## src/rtl/glitch_trigger_seq.sv

```systemverilog
// Re-armable smartcard glitch trigger: counts N qualifying sc_io edges, waits D
// cycles, then emits K pulses of W cycles separated by G-cycle gaps.
module glitch_trigger_seq #(
   parameter int unsigned CTR_W       = 32,
   parameter int unsigned PW_W        = 16,
   parameter int unsigned PC_W        = 8,
   parameter int unsigned SYNC_STAGES = 2
) (
   input  logic             sc_clk,
   input  logic             sc_reset,
   input  logic             sc_io,
   input  logic             arm,
   input  logic             abort,
   input  logic             io_falling,
   input  logic [CTR_W-1:0] cfg_io_target,
   input  logic [CTR_W-1:0] cfg_delay,
   input  logic [PW_W-1:0]  cfg_width,
   input  logic [PW_W-1:0]  cfg_gap,
   input  logic [PC_W-1:0]  cfg_count,
   output logic             trigger,
   output logic             armed,
   output logic             busy,
   output logic             done,
   output logic             led_out,
   output logic             led_out_2
);

   localparam int unsigned      SS      = (SYNC_STAGES < 2) ? 2 : SYNC_STAGES;
   localparam logic [CTR_W-1:0] CTR_ONE = CTR_W'(1);
   localparam logic [PW_W-1:0]  PW_ONE  = PW_W'(1);
   localparam logic [PC_W-1:0]  PC_ONE  = PC_W'(1);

   typedef enum logic [2:0] {
      IDLE,
      ARM_WAIT,
      DELAY,
      PULSE,
      GAP,
      DONE
   } state_e;

   // Reset asserts asynchronously but releases on a clock edge.
   logic [1:0] rst_sync_q, rst_sync_d;
   logic       rst_n;

   always_comb begin
      rst_sync_d = {rst_sync_q[0], 1'b1};
   end

   always_ff @(posedge sc_clk or negedge sc_reset) begin
      if (!sc_reset) rst_sync_q <= '0;
      else           rst_sync_q <= rst_sync_d;
   end

   assign rst_n = rst_sync_q[1];

   // Rising and falling edges are registered separately so the polarity
   // latched at arm applies to the very first edge seen after it.
   logic [SS-1:0] sync_q, sync_d;
   logic          io_prev_q, io_prev_d;
   logic          rise_q, rise_d;
   logic          fall_q, fall_d;
   logic          arm_hist_q, arm_hist_d;

   always_comb begin
      sync_d     = {sync_q[SS-2:0], sc_io};
      io_prev_d  = sync_q[SS-1];
      rise_d     = sync_q[SS-1] & ~io_prev_q;
      fall_d     = ~sync_q[SS-1] & io_prev_q;
      arm_hist_d = arm;
   end

   always_ff @(posedge sc_clk or negedge rst_n) begin
      if (!rst_n) begin
         sync_q     <= '0;
         io_prev_q  <= 1'b0;
         rise_q     <= 1'b0;
         fall_q     <= 1'b0;
         arm_hist_q <= 1'b0;
      end else begin
         sync_q     <= sync_d;
         io_prev_q  <= io_prev_d;
         rise_q     <= rise_d;
         fall_q     <= fall_d;
         arm_hist_q <= arm_hist_d;
      end
   end

   state_e           state_q, state_d;
   logic             pol_q, pol_d;
   logic [CTR_W-1:0] n_q, n_d;
   logic [CTR_W-1:0] dly_tgt_q, dly_tgt_d;
   logic [PW_W-1:0]  w_q, w_d;
   logic [PW_W-1:0]  g_q, g_d;
   logic [PC_W-1:0]  k_q, k_d;
   logic [CTR_W-1:0] edge_cnt_q, edge_cnt_d;
   logic [CTR_W-1:0] dly_cnt_q, dly_cnt_d;
   logic [PW_W-1:0]  pw_cnt_q, pw_cnt_d;
   logic [PC_W-1:0]  pulse_cnt_q, pulse_cnt_d;
   logic             trigger_q, trigger_d;
   logic             armed_q, armed_d;
   logic             busy_q, busy_d;
   logic             done_q, done_d;
   logic             led2_q, led2_d;

   logic             edge_seen;
   logic             arm_rise;
   logic [CTR_W-1:0] dly_nxt;
   logic [PW_W-1:0]  pw_nxt;

   assign edge_seen = pol_q ? fall_q : rise_q;
   assign arm_rise  = arm & ~arm_hist_q;
   assign dly_nxt   = dly_cnt_q + CTR_ONE;
   assign pw_nxt    = pw_cnt_q + PW_ONE;

   always_comb begin
      state_d     = state_q;
      pol_d       = pol_q;
      n_d         = n_q;
      dly_tgt_d   = dly_tgt_q;
      w_d         = w_q;
      g_d         = g_q;
      k_d         = k_q;
      edge_cnt_d  = edge_cnt_q;
      dly_cnt_d   = dly_cnt_q;
      pw_cnt_d    = pw_cnt_q;
      pulse_cnt_d = pulse_cnt_q;

      if (abort) begin
         state_d = IDLE;
      end else begin
         case (state_q)
            IDLE, DONE: begin
               if (arm_rise) begin
                  state_d    = ARM_WAIT;
                  pol_d      = io_falling;
                  n_d        = (cfg_io_target == '0) ? CTR_ONE : cfg_io_target;
                  dly_tgt_d  = cfg_delay;
                  w_d        = (cfg_width == '0) ? PW_ONE : cfg_width;
                  g_d        = (cfg_gap == '0) ? PW_ONE : cfg_gap;
                  k_d        = (cfg_count == '0) ? PC_ONE : cfg_count;
                  edge_cnt_d = '0;
               end
            end
            ARM_WAIT: begin
               if (edge_seen) begin
                  edge_cnt_d = edge_cnt_q + CTR_ONE;
                  if (edge_cnt_q == n_q - CTR_ONE) begin
                     dly_cnt_d = '0;
                     // A zero delay skips DELAY so the pulse starts one cycle after the edge.
                     if (dly_tgt_q == '0) begin
                        state_d     = PULSE;
                        pw_cnt_d    = '0;
                        pulse_cnt_d = PC_ONE;
                     end else begin
                        state_d = DELAY;
                     end
                  end
               end
            end
            DELAY: begin
               if (dly_nxt == dly_tgt_q) begin
                  state_d     = PULSE;
                  pw_cnt_d    = '0;
                  pulse_cnt_d = PC_ONE;
               end else begin
                  dly_cnt_d = dly_nxt;
               end
            end
            PULSE: begin
               if (pw_nxt == w_q) begin
                  pw_cnt_d = '0;
                  state_d  = (pulse_cnt_q == k_q) ? DONE : GAP;
               end else begin
                  pw_cnt_d = pw_nxt;
               end
            end
            GAP: begin
               if (pw_nxt == g_q) begin
                  state_d     = PULSE;
                  pw_cnt_d    = '0;
                  pulse_cnt_d = pulse_cnt_q + PC_ONE;
               end else begin
                  pw_cnt_d = pw_nxt;
               end
            end
            default: state_d = IDLE;
         endcase
      end

      trigger_d = (state_d == PULSE);
      armed_d   = (state_d == ARM_WAIT);
      busy_d    = (state_d == DELAY) || (state_d == PULSE) || (state_d == GAP);
      done_d    = (state_d == DONE);
      led2_d    = busy_d || done_d;
   end

   always_ff @(posedge sc_clk or negedge rst_n) begin
      if (!rst_n) begin
         state_q     <= IDLE;
         pol_q       <= 1'b0;
         n_q         <= '0;
         dly_tgt_q   <= '0;
         w_q         <= '0;
         g_q         <= '0;
         k_q         <= '0;
         edge_cnt_q  <= '0;
         dly_cnt_q   <= '0;
         pw_cnt_q    <= '0;
         pulse_cnt_q <= '0;
         trigger_q   <= 1'b0;
         armed_q     <= 1'b0;
         busy_q      <= 1'b0;
         done_q      <= 1'b0;
         led2_q      <= 1'b0;
      end else begin
         state_q     <= state_d;
         pol_q       <= pol_d;
         n_q         <= n_d;
         dly_tgt_q   <= dly_tgt_d;
         w_q         <= w_d;
         g_q         <= g_d;
         k_q         <= k_d;
         edge_cnt_q  <= edge_cnt_d;
         dly_cnt_q   <= dly_cnt_d;
         pw_cnt_q    <= pw_cnt_d;
         pulse_cnt_q <= pulse_cnt_d;
         trigger_q   <= trigger_d;
         armed_q     <= armed_d;
         busy_q      <= busy_d;
         done_q      <= done_d;
         led2_q      <= led2_d;
      end
   end

   assign trigger   = trigger_q;
   assign led_out   = trigger_q;
   assign armed     = armed_q;
   assign busy      = busy_q;
   assign done      = done_q;
   assign led_out_2 = led2_q;

endmodule

```

## config.mk

```make
export PLATFORM = sky130hd
export DESIGN_NAME = glitch_trigger_seq
export DESIGN_NICKNAME = d
export VERILOG_FILES = /design/src/rtl/glitch_trigger_seq.sv
export SDC_FILE = /design/constraint.sdc
export NUM_CORES = 1
export LEC_CHECK = 0
export CAP_MARGIN = 20
export CORE_MARGIN = 2
export CORE_UTILIZATION = 55
export DETAILED_ROUTE_END_ITERATION = 8
export MAX_ROUTING_LAYER = met4
export PLACE_DENSITY = 0.81
export SETUP_SLACK_MARGIN = 0.02
export SLEW_MARGIN = 20
export SYNTH_ARGS = -nofsm -noshare
export SYNTH_HDL_FRONTEND = slang
export SYNTH_SLANG_ARGS = --single-unit
export TNS_END_PERCENT = 50
```

## constraint.sdc

```tcl
create_clock -name sc_clk -period 15.7 [get_ports sc_clk]
set_input_delay 3.14 -clock sc_clk [delete_from_list [all_inputs] [get_ports sc_clk]]
set_output_delay 3.14 -clock sc_clk [all_outputs]
set_load 0.1 [all_outputs]
```

-- Yosys cells after proc, flatten, opt, wreduce, memory -nomap -nowiden
Index checks and enable logic that the tools add are counted.
- logic and storage cells: 110
- register bits: 209
- bits of input ports: 110
- multiplexer cells: 35
- add/sub/neg operators: 5
- reductions and logical operators: 19
- equality and inequality tests: 22
- bitwise operators: 7
- operators by type and width (kind ; count):
    $mux 32 ; 6
    $mux 16 ; 8
    $pmux 32 s2 ; 2
    $add 32x1->32 const B ; 2
    $eq 32x32->1 ; 2
    $logic_not 32->1 ; 2
    $pmux 16 s4 ; 1
    $mux 8 ; 6
    $eq 16x16->1 ; 2
    $logic_not 16->1 ; 2
    $sub 32x1->32 const B ; 1
    $pmux 8 s3 ; 1
    $mux 3 ; 7
    $add 16x1->16 const B ; 1
    $pmux 3 s5 ; 1
    $ne 2x2->1 const B ; 7
    $eq 3x2->1 const B ; 4
    $eq 3x3->1 const B ; 4
    $add 8x1->8 const B ; 1
    $eq 8x8->1 ; 1
    $logic_not 8->1 ; 1
    $reduce_and 7->1 ; 1
    $eq 3x1->1 const B ; 2
    $reduce_and 6->1 ; 1
    other kinds (12) ; 22

-- Logic depth before layout (Yosys ltp)
Gate-level depths: netlist of the first run.
- word-level depth: 10
- mapped depth: 15
- depth with buffers taken out: 12

-- Least setup slack after synthesis of the first run
No wires, ideal clock.
- path type: input-to-reg
- start point: input arm
- end point: register edge_cnt_q[31]
- setup slack: 10476 ps
- data arrival time: 5092 ps
- path buffers: 1
- cell stages on the path: 11
- path through: nand2b_1 > or4_1 > clkbuf_1 > o21ai_0 > and3_1 > nand4_1 > nor2_1 > and2_1 > nand3_1 > xor2_1 > nor2_1
- longest elaborated chain between the ends: 3
- RTL lines (element ; RTL line ; RTL):
    start: declaration ; 12 ; input logic arm,
    $and 1x1->1 ; 112 ; assign arm_rise = arm & ~arm_hist_q;
    $ne 2x2->1 (no line) ; -- ;
    $reduce_and 4->1 (no line) ; -- ;
    end signal: assignment ; 224 ; edge_cnt_q <= edge_cnt_d;
    end: declaration ; 96 ; logic [CTR_W-1:0] edge_cnt_q, edge_cnt_d;
Every way passes these cells.
A chain may end at the register's enable or synchronous reset.

-- Worst setup path in the final report of the first run
- start point: input arm
- end point: register edge_cnt_q[26]
The elaborated chain is that of the path after synthesis.

==> results of run 1 <==
==> critical path, cell delays in order <==
cell             delay, ps
clkdlybuf4s50_1        500
nand2b_1               120
or4_1                  640
o21ai_0                120
and3_1                 240
nand3_1                280
nor2_1                 420
nand2_1                190
or3_1                  340
a21oi_1                150
==> Yosys cell counts (7+ instances only) <==
cell type | number | area, sq um
mux2i_1 | 12 | 120
a22o_1 | 23 | 201
nor3_1 | 33 | 165
o211ai_1 | 8 | 60.1
o21ai_0 | 34 | 170
or4_1 | 18 | 135
nor4_1 | 43 | 269
xnor2_1 | 76 | 666
and2_1 | 10 | 62.6
a31oi_1 | 12 | 75.1
inv_1 | 29 | 109
o22ai_1 | 7 | 43.8
nor2b_1 | 18 | 113
and4_1 | 13 | 114
a21oi_1 | 40 | 200
o21ai_1 | 46 | 230
nand2b_1 | 15 | 93.8
nand3_1 | 40 | 200
and3_1 | 25 | 156
o31ai_1 | 46 | 345
or3_1 | 27 | 169
clkbuf_1 | 63 | 236
nand2_1 | 296 | 1110
buf_2 | 16 | 80.1
nor3b_1 | 7 | 52.6
dfrtp_1 | 209 | 5230
nor2_1 | 94 | 353
xor2_1 | 65 | 569
o41ai_1 | 7 | 61.3
nand4_1 | 33 | 206
==> metal layers <==
layer / routed length [um] / GRT usage, % / share of wire, %
met1: 14500 / 38.5 / 43
met2: 15800 / 46.0 / 47
met3: 2210 / 3.40 / 6.6
met4: 915 / 7.82 / 2.7
met5: 0 / - / 0
==> final cells by class <==
class                   instances  area (sq um)  area share [%]
repair buffers                124          1230            8.37
clock buffers                  30           664            4.52
inverters                      30           113           0.766
multi-input cells            1142          6930            47.1
flip-flops and latches        209          5230            35.6
well taps                     285           357            2.42
clock inverters                13           180            1.23
==> placed cells by master, fill, tap and decap left out, types with 27 or more instances in the layout <==
cell and count:
o31ai_1 46, clkdlybuf4s50_1 115, nand3_1 40, nand2_1 296
o21ai_1 45, nor4_1 43, a21oi_1 40, inv_1 29
xnor2_1 76, or3_1 27, o21ai_0 34, nand4_1 33
nor3_1 33, dfrtp_1 208, nor2_1 93, xor2_1 65
==> state kept, by name, summed over array words and instances, names as in the netlist <==
| name | cells |
|---|---|
| fall_q | 1 |
| arm_hist_q | 1 |
| pulse_cnt_q | 8 |
| w_q | 16 |
| k_q | 8 |
| led_out_2 | 1 |
| sync_q | 2 |
| dly_cnt_q | 32 |
| rise_q | 1 |
| busy | 1 |
| rst_sync_q | 2 |
| state_q | 3 |
| edge_cnt_q | 32 |
| pw_cnt_q | 16 |
| dly_tgt_q | 32 |
| g_q | 16 |
| n_q | 32 |
| pol_q | 1 |
| done | 1 |
| armed | 1 |
| led_out | 1 |
| io_prev_q | 1 |
==> stage by stage <==
step                std cells  cell area [sq um]  hold WS [ps]  setup slack (ps)
finish                   1833              14700           310             10000
global route             1833              14700           367              9790
CTS                      1833              14700           336              9990
detailed placement       1790              13800           330              9510
global placement         1790              13800           321              9600
floorplan                1468              12600           331              9440
==> power groups by stage <==
stage               registers, mW  clock network, mW  logic [mW]
floorplan                   0.663                  0       0.196
global placement            0.683                  0       0.265
detailed placement          0.685                  0       0.274
CTS                         0.676              0.603       0.277
global route                0.687              0.627       0.309
finish                      0.678              0.597       0.278
==> cell families after synthesis <==
group | Yosys count | share of synthesized area, %
and+or+nand+nor | 699 | 27.4
AOI/OAI and AO/OA | 279 | 15.2
DFF | 209 | 41.5
xor gates and xnor gates | 145 | 10.5
buffers and inverters | 117 | 3.88
muxes | 13 | 1.04
adders and majority gates | 5 | 0.496
other | 1 | 0.0298
==> worst min path at each step <==
| stage | start | to | depth (start not counted) |
|---|---|---|---|
| after global routing | rst_sync_q[1] | w_q[7] | 0 |
| after global placement | rst_sync_q[1] | w_q[0] | 0 |
| final | rst_sync_q[1] | w_q[7] | 0 |
| after floorplan | rst_sync_q[0] | rst_sync_q[1] | 0 |
| after detailed placement | rst_sync_q[1] | g_q[1] | 0 |
| after CTS | rst_sync_q[1] | w_q[4] | 0 |
==> flow_metrics.tcl, run 1 <==
set metrics [dict create \
    grt_pass1_wl_um 55100 \
    drive_gt1_share_pct 5.23 \
    path_class "in -> reg" \
    p_sw_share_pct 29.2 \
    layout.nets 1646 \
    io_pins 116 \
    dieArea_sq_mm 0.0241 \
    clkPwrFrac_pct 38.5 \
    gr-total-overflow 0 \
    cts_setup_buffers 0 \
    internal_power_mw 1.10 \
    antenna_cells 0 \
    p_leak_nw 6.34 \
    worst_pin_slew_ps 1100 \
    hpwl_um 23300 \
    cp-startpoint "arm" \
    maxSlewViolCount 0 \
    areaGrowthSynthToFinish_pct 16.7 \
    rsz0062_at_grt "no" \
    hold_viol 0 \
    cts.path.max_buffers 3 \
    pwr_density_cell_mw_per_mm2 106 \
    synth_cell_types 80 \
    fin_skew_ps 16.5 \
    post_cts_resized 0 \
    ys.flop_type "dfrtp_1" \
    max_slew_margin_pct 24.6 \
    fp.dieH_um 155 \
    cts_max_level 1 \
    syn_nets 1583 \
    grt_max_degree 169 \
    worstSetupStartpointType "primary input" \
    drt_iter0_markers 1003 \
    crit_fanout 9 \
    viasPerCell 6.20 \
    finalSetupTns_ps 0 \
    initial_core_util_pct 55.8 \
    num_vias 11400 \
    fill_cells 1907 \
    finalCriticalPeriod_ps 5700 \
    endpoint "edge_cnt_q[26]" \
    clk_latency_ps 530 \
    cts_buffers 24 \
    synth_area_sq_mm 0.0126 \
    drt-pass1-iter-count 5 \
    comb_power_share_pct 17.9 \
    yosys_warnings 0 \
    cts.sinks 209 \
    reg2reg_to "armed" \
    maxCapViolations 0 \
    synth_seq_cells 209 \
    cp.required_ps 16130 \
    fp-row-count 55 \
    r2r-start "dly_cnt_q[0]" \
    p_seq_share_pct 43.6 \
    syn_inst 1468 \
    status "finished clean" \
    ctsHoldBuffers 0 \
    setup_viol 0 \
    portBuffers 115 \
    min_path_type "reg -> async" \
    antenna_found_initial 0 \
    fmax_mhz 175 \
    period_share_pct 36.3 \
    p_sw_uw 454 \
    synth_area_per_cell_sq_um 8.59 \
    endpoint_kind "register" \
    clockRootBuffer "clkbuf_16" \
    core_area_sq_mm 0.0226 \
    wl_per_cell_um 18.2 \
    yosysSeqAreaShare_pct 41.5 \
    clkSlewWorstSetupHoldPaths_ps 50 \
    die_x_um 155 \
    track_usage_pct 28.5 \
    ir_drop_mv 0.0813 \
    drc_errors 0 \
    r2r_slack_ps 10960 \
    power_mw 1.55 \
    fin_util_pct 65.1 \
    synth_edf_count 0 \
    async_reset_ff_share_pct 100 \
    gp_congestion 0.985 \
    cts_tree "built" \
    first_global_vias 10900 \
    r2r_cells 11 \
    drtAntennaViolNets 0 \
    crit_arrival_ps 6130 \
    finalWirelength_um 33400 \
]
(Power assumes the default switching activity.)
==> run 2: changes to the inputs <==
Settings changed: CORE_UTILIZATION 55 to 53.
Clock period 15.7 ns to 5.2 ns, I/O delays scaled along.
==> flow_metrics.tcl, run 2 (synthesis gave the netlist of run 1 again) <==
set metrics [dict create \
    clockRootBuffer "clkbuf_16" \
    power_mw 4.57 \
    path_class "reg -> reg" \
    gr-total-overflow 0 \
    antenna_found_initial 0 \
    antenna_cells 0 \
    ctsHoldBuffers 0 \
    cpPeakStageDelay_ps 730 \
    track_usage_pct 28.0 \
    p_sw_share_pct 29.4 \
    grt_max_degree 162 \
    final_common_cell "nand2_1" \
    finalCriticalPeriod_ps 4460 \
    wl_per_cell_um 17.9 \
    endpoint "pulse_cnt_q[3]" \
    layout.nets 1653 \
    pwr_density_cell_mw_per_mm2 310 \
    reg2reg_to "pulse_cnt_q[3]" \
    cts_buffers 24 \
    fin_util_pct 63.1 \
    dieArea_sq_mm 0.0250 \
    crit_slowest_cell "nor4_2" \
    rsz0062_at_grt "no" \
    fp.dieH_um 158 \
    grt_pass1_wl_um 55000 \
    drive_gt1_share_pct 5.53 \
    cp-startpoint "dly_cnt_q[0]" \
    num_vias 11400 \
    finalInstanceArea_sq_mm 0.0148 \
    ir_drop_mv 0.293 \
    maxSlewViolCount 0 \
    core_area_sq_mm 0.0234 \
    drtAntennaViolNets 0 \
    fp-row-count 56 \
    crit_arrival_ps 4870 \
    drc_errors 0 \
    portBuffers 115 \
    first_global_vias 11000 \
    fill_cells 2000 \
    highest_layer "met4" \
    clkPwrFrac_pct 36.6 \
    max_slew_margin_pct 28.9 \
    clkSlewWorstSetupHoldPaths_ps 60 \
    comb_power_share_pct 18.6 \
    hpwl_um 24300 \
    maxCapViolations 0 \
    finalWirelength_um 33600 \
    worstSetupStartpointType "register" \
    initial_core_util_pct 53.9 \
    r2r_slack_ps 740 \
    cts.sinks 209 \
    p_leak_nw 6.37 \
    crit_fanout 12 \
    crit_top_cell "or2_1" \
    status "finished clean" \
    fin_skew_ps 10.5 \
    gp_congestion 0.975 \
    p_seq_share_pct 44.8 \
    p_sw_mw 1.34 \
    period_share_pct 85.9 \
    wl_met1_um 14400 \
    hold_viol 0 \
    cp.required_ps 5600 \
    viasPerCell 6.06 \
    clk_latency_ps 520 \
    finalSetupTns_ps 0 \
    io_pins 116 \
    drt-pass1-iter-count 5 \
    cts_max_level 1 \
    fmax_mhz 224 \
    cts.path.max_buffers 3 \
    cts_tree "built" \
    cts_setup_buffers 0 \
    wl_met3_um 2030 \
    worst_pin_slew_ps 1070 \
    areaGrowthSynthToFinish_pct 17.1 \
    post_cts_resized 0 \
    fin_worst_hold_slack_ps 329 \
    internal_power_mw 3.23 \
    place_area_sq_mm 0.0140 \
    cp_cell_sequence "ha_1 > nand3_1 > nor4_2 > and4_1 > o22ai_1 > or4_1 > or2_1 > o41ai_1 > a21boi_1 > or2_1 > a211o_1" \
    die_x_um 158 \
    wl_met2_um 16000 \
    r2r_cells 11 \
    setup_viol 0 \
    r2r-start "dly_cnt_q[0]" \
    endpoint_kind "register" \
    drt_iter0_markers 936 \
    min_path_type "reg -> async" \
    final_cell_mix "nand2_1, dfrtp_1, clkdlybuf4s50_1, nor2_1, xnor2_1" \
]
## run 2: power by group through the flow
stage	clock network (mW)	logic, mW	registers [mW]
4_1_cts	1.71	0.844	2.04
3_3_place_gp	0	0.816	2.06
2_1_floorplan	0	0.593	2.00
5_1_grt	1.78	0.945	2.08
6_report	1.67	0.848	2.05
3_5_place_dp	0	0.836	2.07
## run 2: critical path, delay by kind of cell (launching register included)
family | cells | cell delay, ps
DFF | 1 | 460
adders and majority gates | 1 | 290
and+or+nand+nor | 6 | 2540
AOI/OAI and AO/OA | 4 | 1060
## run 2: layout make-up
type	count	area [sq um]	area share, %
timing repair buffer	131	1300	8.78
tap	319	399	2.70
multi-input combinational	1142	6920	46.9
inverter	30	113	0.763
clock inverter	5	31.3	0.212
sequential	209	5230	35.5
clock buffer	39	768	5.20
## run 2: worst min path at each step
stage,slack (ps),cells past startpoint,from,endpoint
6_report,330,0,rst_sync_q[1],sync_q[0]
5_1_grt,360,0,rst_sync_q[0],rst_sync_q[1]
4_1_cts,360,0,rst_sync_q[0],rst_sync_q[1]
3_5_place_dp,350,0,rst_sync_q[0],rst_sync_q[1]
3_3_place_gp,340,0,rst_sync_q[0],rst_sync_q[1]
2_1_floorplan,330,0,rst_sync_q[0],rst_sync_q[1]
## run 2: routing by layer
| layer | vias up | track usage [%] |
|---|---|---|
| met4 | 0 | 10.1 |
| met2 | 386 | 44.8 |
| li1 | 5375 | - |
| met3 | 92 | 3.97 |
| met5 | - | - |
| met1 | 5512 | 36.7 |
## run 2: through the flow
stage | worst slack, ps | std cells
after floorplan | 1370 | 1468
after global routing | 433 | 1875
final | 735 | 1875
after CTS | 766 | 1875
after global placement | 940 | 1831
after detailed placement | 833 | 1831
